<file path="src/rtl/cw305_pulpino_loader.sv">
// PULPino data-memory loader: moves a pDATA_WIDTH block to/from RAM as 32-bit OBI beats, 2 cycles/beat minimum.
// Bus fields hold until I_gnt; starts while busy are dropped. `define CW305_LOADER_TIMEOUT_EN adds a watchdog abort.
module cw305_pulpino_loader #(
    parameter int          pDATA_WIDTH   = 128,
    parameter logic [31:0] pBASE_ADDR    = 32'h0010_0000,
    parameter int          pOFFSET_WIDTH = 16,
    parameter int          pTIMEOUT      = 1023
) (
    input  logic                     crypto_clk,
    input  logic                     reset_i,
    input  logic [pDATA_WIDTH-1:0]   I_block,
    input  logic [pOFFSET_WIDTH-1:0] I_offset,
    input  logic                     I_rd,
    input  logic                     I_start,
    output logic                     O_ready,
    output logic                     O_busy,
    output logic                     O_done,
    output logic                     O_error,
    output logic [pDATA_WIDTH-1:0]   O_rdata,
    output logic                     O_req,
    output logic                     O_we,
    output logic [3:0]               O_be,
    output logic [31:0]              O_addr,
    output logic [31:0]              O_wdata,
    input  logic                     I_gnt,
    input  logic                     I_rvalid,
    input  logic [31:0]              I_rdata
);

    localparam int NBEATS = pDATA_WIDTH / 32;
    localparam int BEAT_W = (NBEATS > 1) ? $clog2(NBEATS) : 1;
    localparam logic [BEAT_W-1:0] LAST_BEAT = BEAT_W'(NBEATS - 1);

    localparam logic [1:0] S_IDLE = 2'd0;
    localparam logic [1:0] S_REQ  = 2'd1;
    localparam logic [1:0] S_RESP = 2'd2;
    localparam logic [1:0] S_FIN  = 2'd3;

    logic [1:0]               state_q, state_d;
    logic                     start_q;
    logic [pDATA_WIDTH-1:0]   block_q, block_d;
    logic [pOFFSET_WIDTH-1:0] offset_q, offset_d;
    logic                     rd_q, rd_d;
    logic [BEAT_W-1:0]        beat_q, beat_d;
    logic                     done_q, done_d;
    logic                     error_q, error_d;
    logic [pDATA_WIDTH-1:0]   rdata_q, rdata_d;
    logic                     req_q, req_d;
    logic                     we_q, we_d;
    logic [3:0]               be_q, be_d;
    logic [31:0]              addr_q, addr_d;
    logic [31:0]              wdata_q, wdata_d;

    logic              start_evt;
    logic              busy;
    logic              timeout;
    logic [BEAT_W-1:0] beat_nxt;

    // Offset arithmetic is confined to pOFFSET_WIDTH so the window wraps instead of carrying into the base.
    function automatic logic [31:0] beat_addr(input logic [pOFFSET_WIDTH-1:0] off,
                                              input logic [BEAT_W-1:0] b);
        logic [pOFFSET_WIDTH-1:0] w;
        w = off + pOFFSET_WIDTH'(b);
        return pBASE_ADDR + 32'({w, 2'b00});
    endfunction

    function automatic logic [31:0] beat_word(input logic [pDATA_WIDTH-1:0] blk,
                                              input logic [BEAT_W-1:0] b);
        return blk[{b, 5'd0} +: 32];
    endfunction

    assign start_evt = I_start & ~start_q;
    assign busy      = (state_q == S_REQ) || (state_q == S_RESP);
    assign beat_nxt  = beat_q + BEAT_W'(1);

`ifdef CW305_LOADER_TIMEOUT_EN
    localparam int WD_W = (pTIMEOUT > 1) ? $clog2(pTIMEOUT + 1) : 1;

    logic [WD_W-1:0] wdog_q, wdog_d;

    assign timeout = busy && (wdog_q == WD_W'(pTIMEOUT - 1));

    // Restarts on every REQ/RESP entry, so the limit applies per phase, not per block.
    always_comb begin
        wdog_d = wdog_q;
        if (state_d != state_q) begin
            wdog_d = '0;
        end else if (busy) begin
            wdog_d = wdog_q + WD_W'(1);
        end
    end

    always_ff @(posedge crypto_clk) begin
        if (reset_i) begin
            wdog_q <= '0;
        end else begin
            wdog_q <= wdog_d;
        end
    end
`else
    // No watchdog in this build: the transfer waits on the bus indefinitely.
    assign timeout = (pTIMEOUT < 0);
`endif

    always_comb begin
        state_d  = state_q;
        block_d  = block_q;
        offset_d = offset_q;
        rd_d     = rd_q;
        beat_d   = beat_q;
        done_d   = done_q;
        error_d  = error_q;
        rdata_d  = rdata_q;
        req_d    = req_q;
        we_d     = we_q;
        be_d     = be_q;
        addr_d   = addr_q;
        wdata_d  = wdata_q;

        case (state_q)
            S_IDLE, S_FIN: begin
                state_d = S_IDLE;
                if (start_evt) begin
                    block_d  = I_block;
                    offset_d = I_offset;
                    rd_d     = I_rd;
                    beat_d   = '0;
                    done_d   = 1'b0;
                    error_d  = 1'b0;
                    req_d    = 1'b1;
                    we_d     = ~I_rd;
                    be_d     = 4'hF;
                    addr_d   = beat_addr(I_offset, '0);
                    wdata_d  = beat_word(I_block, '0);
                    state_d  = S_REQ;
                end
            end
            S_REQ: begin
                if (I_gnt) begin
                    req_d   = 1'b0;
                    state_d = S_RESP;
                end
            end
            S_RESP: begin
                if (I_rvalid) begin
                    if (rd_q) begin
                        rdata_d[{beat_q, 5'd0} +: 32] = I_rdata;
                    end
                    if (beat_q == LAST_BEAT) begin
                        done_d  = 1'b1;
                        state_d = S_FIN;
                    end else begin
                        beat_d  = beat_nxt;
                        req_d   = 1'b1;
                        addr_d  = beat_addr(offset_q, beat_nxt);
                        wdata_d = beat_word(block_q, beat_nxt);
                        state_d = S_REQ;
                    end
                end
            end
            default: state_d = S_IDLE;
        endcase

        if (timeout) begin
            req_d   = 1'b0;
            error_d = 1'b1;
            done_d  = 1'b1;
            state_d = S_IDLE;
        end
    end

    always_ff @(posedge crypto_clk) begin
        if (reset_i) begin
            state_q  <= S_IDLE;
            start_q  <= 1'b0;
            block_q  <= '0;
            offset_q <= '0;
            rd_q     <= 1'b0;
            beat_q   <= '0;
            done_q   <= 1'b0;
            error_q  <= 1'b0;
            rdata_q  <= '0;
            req_q    <= 1'b0;
            we_q     <= 1'b0;
            be_q     <= 4'h0;
            addr_q   <= '0;
            wdata_q  <= '0;
        end else begin
            state_q  <= state_d;
            start_q  <= I_start;
            block_q  <= block_d;
            offset_q <= offset_d;
            rd_q     <= rd_d;
            beat_q   <= beat_d;
            done_q   <= done_d;
            error_q  <= error_d;
            rdata_q  <= rdata_d;
            req_q    <= req_d;
            we_q     <= we_d;
            be_q     <= be_d;
            addr_q   <= addr_d;
            wdata_q  <= wdata_d;
        end
    end

    assign O_ready = ~busy;
    assign O_busy  = busy;
    assign O_done  = done_q;
    assign O_error = error_q;
    assign O_rdata = rdata_q;
    assign O_req   = req_q;
    assign O_we    = we_q;
    assign O_be    = be_q;
    assign O_addr  = addr_q;
    assign O_wdata = wdata_q;

endmodule
</file>
<file path="config.mk">
export PLATFORM = sky130hd
export DESIGN_NAME = cw305_pulpino_loader
export DESIGN_NICKNAME = d
export VERILOG_FILES = /design/src/rtl/cw305_pulpino_loader.sv
export SDC_FILE = /design/constraint.sdc
export NUM_CORES = 1
export LEC_CHECK = 0
export BUFFER_PORTS_ARGS = -buffer_cell sky130_fd_sc_hd__clkbuf_2
export CAP_MARGIN = 15
export CORE_MARGIN = 3
export CORE_UTILIZATION = 40
export CTS_CLUSTER_SIZE = 12
export DETAILED_ROUTE_END_ITERATION = 10
export GPL_ROUTABILITY_DRIVEN = 0
export GPL_TIMING_DRIVEN = 0
export SYNTH_ARGS = -nofsm -noshare
export SYNTH_HDL_FRONTEND = slang
export SYNTH_SLANG_ARGS = --single-unit
</file>
<file path="constraint.sdc">
create_clock -name crypto_clk -period 3.55 [get_ports crypto_clk]
set_input_delay 0.71 -clock crypto_clk [delete_from_list [all_inputs] [get_ports crypto_clk]]
set_output_delay 0.71 -clock crypto_clk [all_outputs]
set_load 0.05 [all_outputs]
</file>
==> flow_summary.ini, run 1 <==
[outcome]
status = finished, final reports clean

[power_and_ir_drop]
power_frac_seq = 0.439
cellPowerDensity_mw_per_mm2 = 542
ir_drop_mv = 0.345
swShare = 0.293
power.switching_w = 0.00272
p_clk_frac = 0.395
p_int_w = 0.00655
power.share.combinational = 0.166
leakagePower_nw = 6.93

[layout]
syn_to_final_growth_pct = 26.5
antenna_cells = 0
final_cells = 2482
nets = 2209
drive_gt1_frac = 0.274
fin_util = 0.519

[synth]
synth_top_area_frac = 0.490
yosys.area.top_type = dfxtp_1
seq_area_frac_synth = 0.490
netlist_area_mm2 = 0.0135
async_reset_ff_frac = 0
synthMostInstantiatedCell = nand2_1
avgSynthCellArea_um2 = 8.47
synth_edf_count = 0
ys_ff_latch = 331
synth_commonest_cells = 442 x nand2_1, 331 x dfxtp_1, 293 x a21oi_1
ys_warn_count = 0
netlist_instances = 1596
ys.flop_type = dfxtp_1
synth_cell_types = 54
synthTopCellsByArea = dfxtp_1 49%, nand2_1 12%, a21oi_1 11%

[routing]
drt_first_iter_violations = 751
ant_nets = 0
avgViaCountPerCell = 5.19
first_pass_iters = 5
drt_wl_total_mm = 47.3
num_vias = 12900
drc = 0
wl_per_cell_um = 19.0

[floorplanning]
num_rows = 66
initial_core_util = 0.410
die_h_um = 190
die_area_mm2 = 0.0360
boundaryPins = 384
die_w_um = 190
core_area_mm2 = 0.0329

[global_route]
grt_pass1_wl_mm = 71.3
antenna_found_initial = 1
grt_max_degree = 13
grt_util_all_layers = 0.252
globalRouteOverflowTotal = 0
grt_pass1_vias = 12500

[clocking]
clock_path_buffers = 3
cts_sinks = 331
path_clk_slew_ns = 0.06
cts_buffers = 37
cts_root_buf = clkbuf_16
ctsHoldBuffers = 0
htreeDepth = 2
cts.repair.resized = 0
cts_setup_buffers = 0
clock_latency_ns = 0.51
tritoncts = built

[worst_setup_path]
path_cells = buf_4 > inv_2 > ha_1 > buf_2 > nor3b_2 > buf_2 > nand3_1 > a21oi_1
path_max_fanout = 10
path_delay_family = buffers and inverters
ff2ff_setup_slack_ns = 0.65
critPathLaunch = beat_q[0]
worstSetupEndpointType = register
r2r-end = O_rdata[46]
critical-path-max-stage-delay_ns = 0.69
cpMostUsedCell = buf_2
slowest_stage = nor3b_2
crit_arrival_ns = 3.32
rr_startpoint = beat_q[0]
critPathKind = reg2reg
reg2regPathDepth = 8
critPathRequiredTime_ns = 3.97
crit_buf_inv = 4
start_kind = register

[worst_hold_path]
min_from = I_block[106]
hold_end = block_q[106]
hold_path.class = in2reg
hold_depth = 3

[sta]
fin_skew_ns = 0.0101
tightest_slew_ns = 0.757
setup_slack_ns = 0.648
timing.fmax_mhz = 345
min_period_ns = 2.90
setup_violations = 0
relSlewSlack = 0.493
setup_tns_ns = 0
rsz0062_at_grt = no
period_share = 0.817
hold_viol_final = 0
slew_viol_final = 0

[placed_design]
io_buffers = 366
dp_hpwl_mm = 35.8
dpl_worst_slack_ns = 0.679
dp.cells = 2419

[flow_run]
maxCapViolCount = 0
## layout make-up
cell class              count  area [um2]
clock buffers              59        1120
plain buffers             155         837
multi-input cells        1116        6070
flip-flops and latches    331        6630
clock inverters             4        23.8
fillers                  3214       15800
repair buffers            366        1830
inverters                   9        33.8
well taps                 442         553
## flip-flops by register name (all words and copies together) (netlist names)
register and count:
O_wdata 32, O_done 1, O_rdata 128, O_be 1, block_q 128, offset_q 16
start_q 1, rd_q 1, beat_q 2, O_we 1, state_q 2, O_addr 17
O_req 1
## through the flow
stage / cell area (um2) / hold slack, ns / power, W
after CTS: 17100 / 0.407 / 0.00934
after global placement: 16000 / 0.437 / 0.00567
after detailed placement: 16000 / 0.443 / 0.00569
final: 17100 / 0.422 / 0.00928
after global routing: 17100 / 0.417 / 0.00963
after floorplan: 13600 / 0.432 / 0.00516
## tightest hold or removal path: cells and delay by family
| kind | cells | cell delay (ns) |
|---|---|---|
| AO/OA/AOI/OAI | 1 | 0.05 |
| AND/OR/NAND/NOR | 1 | 0.05 |
| buffers and inverters | 1 | 0.08 |
## kinds of logic after synthesis
logic type	Yosys count	share of synthesized area
AND/OR/NAND/NOR	658	0.204
AO/OA/AOI/OAI	351	0.142
flip-flops	331	0.490
buffers and inverters	164	0.0644
multiplexers	66	0.0785
XOR/XNOR	14	0.00907
adder cells (fa/ha/maj)	11	0.0107
other	1	0.000277
## worst max-delay path by stage
| stage | depth (start not counted) | end |
|---|---|---|
| 6_report | 8 | O_rdata[46] |
| 3_5_place_dp | 8 | O_rdata[46] |
| 3_3_place_gp | 8 | O_rdata[49] |
| 5_1_grt | 8 | O_rdata[46] |
| 2_1_floorplan | 9 | O_addr[14] |
| 4_1_cts | 8 | O_rdata[49] |
## metal layers
metal	wire (um)	vias to the layer above	track usage
met3	3570	75	0.0555
met1	20300	6109	0.331
li1	-	6225	-
met5	13	-	0
met2	22000	467	0.416
met4	1400	2	0.0785
## power groups by stage
stage | clock [W] | sequential (W) | combinational [W]
2_1_floorplan | 0 | 0.00444 | 0.000718
3_3_place_gp | 0 | 0.00414 | 0.00153
3_5_place_dp | 0 | 0.00415 | 0.00154
4_1_cts | 0.00372 | 0.00407 | 0.00154
5_1_grt | 0.00387 | 0.00409 | 0.00167
6_report | 0.00367 | 0.00407 | 0.00154
## cells in the final DEF, fill, tap and decap left out, types with 34 or more instances in the layout
master | Yosys | layout
dfxtp_1 | 331 | 331
clkbuf_1 | 58 | 71
nand2_1 | 442 | 442
mux2i_1 | 34 | 34
a21oi_1 | 293 | 293
a211oi_1 | 34 | 34
clkbuf_16 | 0 | 39
buf_2 | 60 | 60
nor2_1 | 52 | 52
clkbuf_2 | 2 | 368
nand3_1 | 133 | 133
Note: power is estimated with default switching activity, not from simulation.
==> run 2: changes to the inputs <==
==> constraint.sdc (replaced) <==
create_clock -name crypto_clk -period 2.8 [get_ports crypto_clk]
set_input_delay 0.56 -clock crypto_clk [delete_from_list [all_inputs] [get_ports crypto_clk]]
set_output_delay 0.56 -clock crypto_clk [all_outputs]
set_load 0.05 [all_outputs]
==> run 2 against run 1 <==
Effect of this change:
- clock power up 27%
- combinational power grew 27%
- die area is the same
- register-to-register slack worse by 0.44 ns
- setup slack worse by 0.44 ns
- core utilization grew 0.11 points
- clock skew is 0.0017 ns higher
- first-iteration DRC count up 0.53%
- cell area grew 0.20%
- fmax is 12% higher
- critical path type unchanged
- critical endpoint is now O_addr[14]
==> flow_summary.ini, run 2 (synthesized netlist as in run 1, its figures left out) <==
[routing]
wl_met2_mm = 21.9
top_layer = met5
drt-met1-wl_mm = 20.7
first_pass_iters = 5
drt_first_iter_violations = 755
drc = 0
drt_wl_total_mm = 47.4
wl_met3_mm = 3.38
ant_nets = 0
num_vias = 12900
wl_per_cell_um = 19.1
avgViaCountPerCell = 5.19

[sta]
hold_viol_final = 0
slew_viol_final = 0
tightest_slew_ns = 0.758
min_period_ns = 2.59
fin_skew_ns = 0.0118
rsz0062_at_grt = no
timing.fmax_mhz = 386
period_share = 0.925
hold_slack_ns = 0.269
setup_tns_ns = 0
relSlewSlack = 0.495
setup_violations = 0

[worst_hold_path]
min_from = I_block[106]
hold_path.class = in2reg
hold_depth = 3
hold_end = block_q[106]

[floorplanning]
die_w_um = 190
core_area_mm2 = 0.0329
die_h_um = 190
die_area_mm2 = 0.0360
num_rows = 66
boundaryPins = 384
initial_core_util = 0.410

[outcome]
status = finished, final reports clean

[power_and_ir_drop]
ir_drop_mv = 0.439
leakagePower_nw = 6.96
cellPowerDensity_mw_per_mm2 = 686
p_total_w = 0.0118

[layout]
antenna_cells = 0
final_cell_area_mm2 = 0.0171
drive_gt1_frac = 0.275
final_common_cell = nand2_1
nets = 2211
mostFrequentLayoutCells = 442 x nand2_1, 369 x clkbuf_2, 331 x dfxtp_1
syn_to_final_growth_pct = 26.8
fillers = 3207

[worst_setup_path]
worstSetupEndpointType = register
ff2ff_setup_slack_ns = 0.21
reg2regPathDepth = 9
path_max_fanout = 9
critPathRequiredTime_ns = 3.25
crit_arrival_ns = 3.04
critPathKind = reg2reg
slowest_stage = fa_1
path_cells = buf_6 > inv_2 > ha_1 > fa_1 > and4_4 > nand3_1 > xor2_1 > a2111oi_2 > a31o_1
critical-path-max-stage-delay_ns = 0.47
rr_startpoint = beat_q[0]
start_kind = register
r2r-end = O_addr[14]

[clocking]
cts_sinks = 331
clock_latency_ns = 0.51
cts_buffers = 37
cts_root_buf = clkbuf_16
htreeDepth = 2
ctsHoldBuffers = 0
path_clk_slew_ns = 0.06
clock_path_buffers = 3
tritoncts = built

[global_route]
grt_max_degree = 13
grt_pass1_wl_mm = 71.3
antenna_found_initial = 1
globalRouteOverflowTotal = 0
grt_pass1_vias = 12500
grt_util_all_layers = 0.252

[flow_run]
maxCapViolCount = 0

[placed_design]
dpl_cell_area_mm2 = 0.0160
dp_hpwl_mm = 35.8
io_buffers = 366
## run 2: cell count changes in the layout (fill, tap and decap cells not counted), sizes merged
| cell | change |
|---|---|
| clkbuf | +2 |
## run 2: stage by stage
stage	util	instances	worst slack (ns)
after global routing	0.520	2484	0.0542
after floorplan	-	1611	0.468
after detailed placement	0.484	2419	-0.0710
after global placement	0.484	2419	-0.0346
final	0.520	2484	0.210
after CTS	0.519	2482	0.0249
## run 2: area by class of cell
class                      count  area, um2  area share
sequential                   331       6630       0.387
multi-input combinational   1116       6080       0.355
timing repair buffer         368       1850       0.108
clock buffer                  59       1120      0.0654
buffer                       155        847      0.0494
tap                          442        553      0.0323
inverter                       9       33.8     0.00197
clock inverter                 4       23.8     0.00139
## run 2: metal layers
metal / global-route usage / vias up
met5: 0 / -
met4: 0.0785 / 2
met3: 0.0555 / 76
met2: 0.416 / 468
met1: 0.331 / 6120
li1: - / 6237
## run 2: how the worst max path moves through the flow
stage	start	to	slack (ns)	cells after the start
6_report	beat_q[0]	O_addr[14]	0.21	9
5_1_grt	beat_q[0]	O_addr[14]	0.05	9
4_1_cts	beat_q[0]	O_wdata[29]	0.02	8
3_5_place_dp	beat_q[0]	O_rdata[46]	-0.07	8
3_3_place_gp	beat_q[0]	O_rdata[49]	-0.03	8
2_1_floorplan	beat_q[0]	O_addr[14]	0.47	9
## run 2: repair_timing
item,4_1_cts,5_1_grt
setup endpoints to repair,30,67
setup buffers,0,2
resized for setup,1,6
## run 2: report_power, final
part	switching, W	total (W)	internal (W)
sequential	0.000169	0.00516	0.00499
combinational	0.00137	0.00195	0.000582
clock	0.00191	0.00465	0.00273
total	0.00345	0.0118	0.00831
## run 2: critical path, delay by kind of cell, from the launching register on
kind | cells | cell delay, ns
adder cells (fa/ha/maj) | 2 | 0.86
AO/OA/AOI/OAI | 2 | 0.49
flip-flops | 1 | 0.40
AND/OR/NAND/NOR | 2 | 0.36
buffers and inverters | 2 | 0.33
XOR/XNOR | 1 | 0.08
==> run 3: changes to the inputs <==
--- a/config.mk
+++ b/config.mk
@@ -7,12 +7,13 @@
 export LEC_CHECK = 0
 export BUFFER_PORTS_ARGS = -buffer_cell sky130_fd_sc_hd__clkbuf_2
 export CAP_MARGIN = 15
-export CORE_MARGIN = 3
 export CORE_UTILIZATION = 40
+export CTS_BUF_LIST = sky130_fd_sc_hd__clkbuf_16
 export CTS_CLUSTER_SIZE = 12
 export DETAILED_ROUTE_END_ITERATION = 10
 export GPL_ROUTABILITY_DRIVEN = 0
 export GPL_TIMING_DRIVEN = 0
+export SLEW_MARGIN = 0
 export SYNTH_ARGS = -nofsm -noshare
 export SYNTH_HDL_FRONTEND = slang
 export SYNTH_SLANG_ARGS = --single-unit
==> run 3 against run 2 <==
Effect of this change:
- global-route usage up 0.98 points
- setup slack worse by 0.0077 ns
- via count up 0.35%
- cell area down 0.20%
- first-iteration DRC count down 7.0%
- critical path depth unchanged
- sequential share of layout area up 0.076 points
- routed wire length down 1.8%
- cell count up 0.24%
- core utilization about the same
- worst hold slack worse by 0.012 ns
- critical endpoint is now O_addr[7]
- largest cell class unchanged
- die area down 4.2%
==> flow_summary.ini, run 3 (synthesized netlist as in run 1, its figures left out) <==
[worst_setup_path]
slowest_stage = dfxtp_1
start_kind = register
rr_startpoint = beat_q[0]
path_max_fanout = 9
crit_arrival_ns = 3.04
path_delay_family = compound AO/OA/AOI/OAI gates
critPathKind = reg2reg
r2r-end = O_addr[7]
crit_buf_inv = 2
critical-path-max-stage-delay_ns = 0.41
critPathLaunch = beat_q[0]
worstSetupEndpointType = register
path_cells = buf_6 > inv_2 > ha_1 > ha_1 > a21oi_1 > nor2_2 > xnor2_1 > a211o_1 > a21oi_1
path_depth = 9
ff2ff_setup_slack_ns = 0.20
cp-endpoint = O_addr[7]
critPathRequiredTime_ns = 3.25
reg2regPathDepth = 9

[layout]
final_common_cell = nand2_1
syn_to_final_growth_pct = 26.5
drive_gt1_frac = 0.272
final_cells = 2490
fin_util = 0.520
fillers = 3215
mostFrequentLayoutCells = 442 x nand2_1, 369 x clkbuf_2, 331 x dfxtp_1
nets = 2212

[worst_hold_path]
hold_depth = 3
hold_path.class = in2reg

[power_and_ir_drop]
p_total_w = 0.0116
p_int_w = 0.00815
p_clk_frac = 0.389
cellPowerDensity_mw_per_mm2 = 680
power_frac_seq = 0.443
leakagePower_nw = 6.99
power.share.combinational = 0.167
power.switching_w = 0.00349
ir_drop_mv = 0.358
swShare = 0.299

[global_route]
use_met1 = 0.335
grt_util_all_layers = 0.262
globalRouteOverflowTotal = 0
grt_max_degree = 13
grt_pass1_wl_mm = 68.9
met2_usage = 0.436
antenna_found_initial = 1
busiest_layer = met2
grtUsageMet3 = 0.0522
grt_pass1_vias = 12100

[routing]
drc = 0
ant_nets = 0
drt_wl_total_mm = 46.5
num_vias = 12900
wl_per_cell_um = 18.7
drt_first_iter_violations = 702
avgViaCountPerCell = 5.20
first_pass_iters = 5

[clocking]
cts_buffers = 37
path_clk_slew_ns = 0.06
clock_latency_ns = 0.52
cts_root_buf = clkbuf_16
htreeDepth = 2
clock_path_buffers = 3
cts_sinks = 331
tritoncts = built

[sta]
tightest_slew_ns = 0.710
setup_tns_ns = 0
setup_violations = 0
hold_viol_final = 0
period_share = 0.928
relSlewSlack = 0.527
fin_skew_ns = 0.0136
rsz0062_at_grt = no
timing.fmax_mhz = 385
slew_viol_final = 0
min_period_ns = 2.60

[flow_run]
maxCapViolCount = 0

[floorplanning]
die_h_um = 186
initial_core_util = 0.411
die_w_um = 186
die_area_mm2 = 0.0345
core_area_mm2 = 0.0329
num_rows = 66
boundaryPins = 384

[placed_design]
io_buffers = 366
dp.cells = 2419
dp_hpwl_mm = 35.0

[outcome]
status = finished, final reports clean
-- run 3: cell types whose count changed in the layout (fill, tap and decap cells not counted), moves of 2 or more --
cell | before | now
bufinv_16 | 0 | 2
clkbuf_1 | 70 | 57
clkbuf_16 | 39 | 37
clkbuf_8 | 10 | 3
clkinv_1 | 0 | 9
diode_2 | 0 | 2
inv_1 | 8 | 22
-- run 3: layer usage --
layer / vias up / wire length (um)
li1: 6250 / -
met1: 6091 / 19800
met2: 518 / 21800
met3: 89 / 3490
met4: 0 / 1500
met5: - / 0
-- run 3: power by group through the flow --
stage	clock network, W	registers, W	logic (W)
after detailed placement	0	0.00526	0.00195
after global routing	0.00477	0.00519	0.00211
after floorplan	0	0.00564	0.000910
after CTS	0.00459	0.00516	0.00195
after global placement	0	0.00525	0.00193
final	0.00453	0.00516	0.00195
-- run 3: worst min-delay path by stage --
stage | slack [ns] | to | from
3_5_place_dp | 0.44 | O_rdata[2] | O_rdata[2]
2_1_floorplan | 0.43 | rd_q | rd_q
3_3_place_gp | 0.44 | O_rdata[32] | O_rdata[32]
4_1_cts | 0.24 | block_q[74] | I_block[74]
5_1_grt | 0.26 | block_q[74] | I_block[74]
6_report | 0.26 | block_q[52] | I_block[52]
-- run 3: worst reg2reg max path, delay by kind of cell, from the launching register on --
| family | cells | cell delay [ns] |
|---|---|---|
| AOI/OAI and AO/OA | 3 | 0.80 |
| adders and majority gates | 2 | 0.70 |
| xor gates and xnor gates | 1 | 0.15 |
| and+or+nand+nor | 1 | 0.14 |
| DFF | 1 | 0.41 |
| buffers and inverters | 2 | 0.32 |
-- run 3: repair_timing --
| action | 4_1_cts | 5_1_grt |
|---|---|---|
| resized for setup | 1 | 6 |
| setup buffers | 0 | 3 |
| endpoints found under the hold margin | 0 | 0 |
| hold buffers | 0 | 0 |
| setup endpoints to repair | 30 | 29 |
-- run 3: cell type report --
class	count	area, um2	area share
Sequential cell	331	6630	0.387
Multi-Input combinational cell	1116	6080	0.356
Timing Repair Buffer	369	1850	0.108
Clock buffer	37	926	0.0541
Buffer	155	847	0.0495
Tap cell	442	553	0.0323
Clock inverter	29	174	0.0102
Inverter	9	33.8	0.00198
Antenna cell	2	5.00	0.000293
-- run 3: through the flow --
step / setup slack [ns] / hold WS [ns] / instance area, um2
2_1_floorplan: 0.468 / 0.432 / 13600
3_3_place_gp: -0.0456 / 0.438 / 16000
3_5_place_dp: -0.0852 / 0.445 / 16000
4_1_cts: 0.00244 / 0.240 / 17100
5_1_grt: 0.0670 / 0.259 / 17100
6_report: 0.203 / 0.258 / 17100
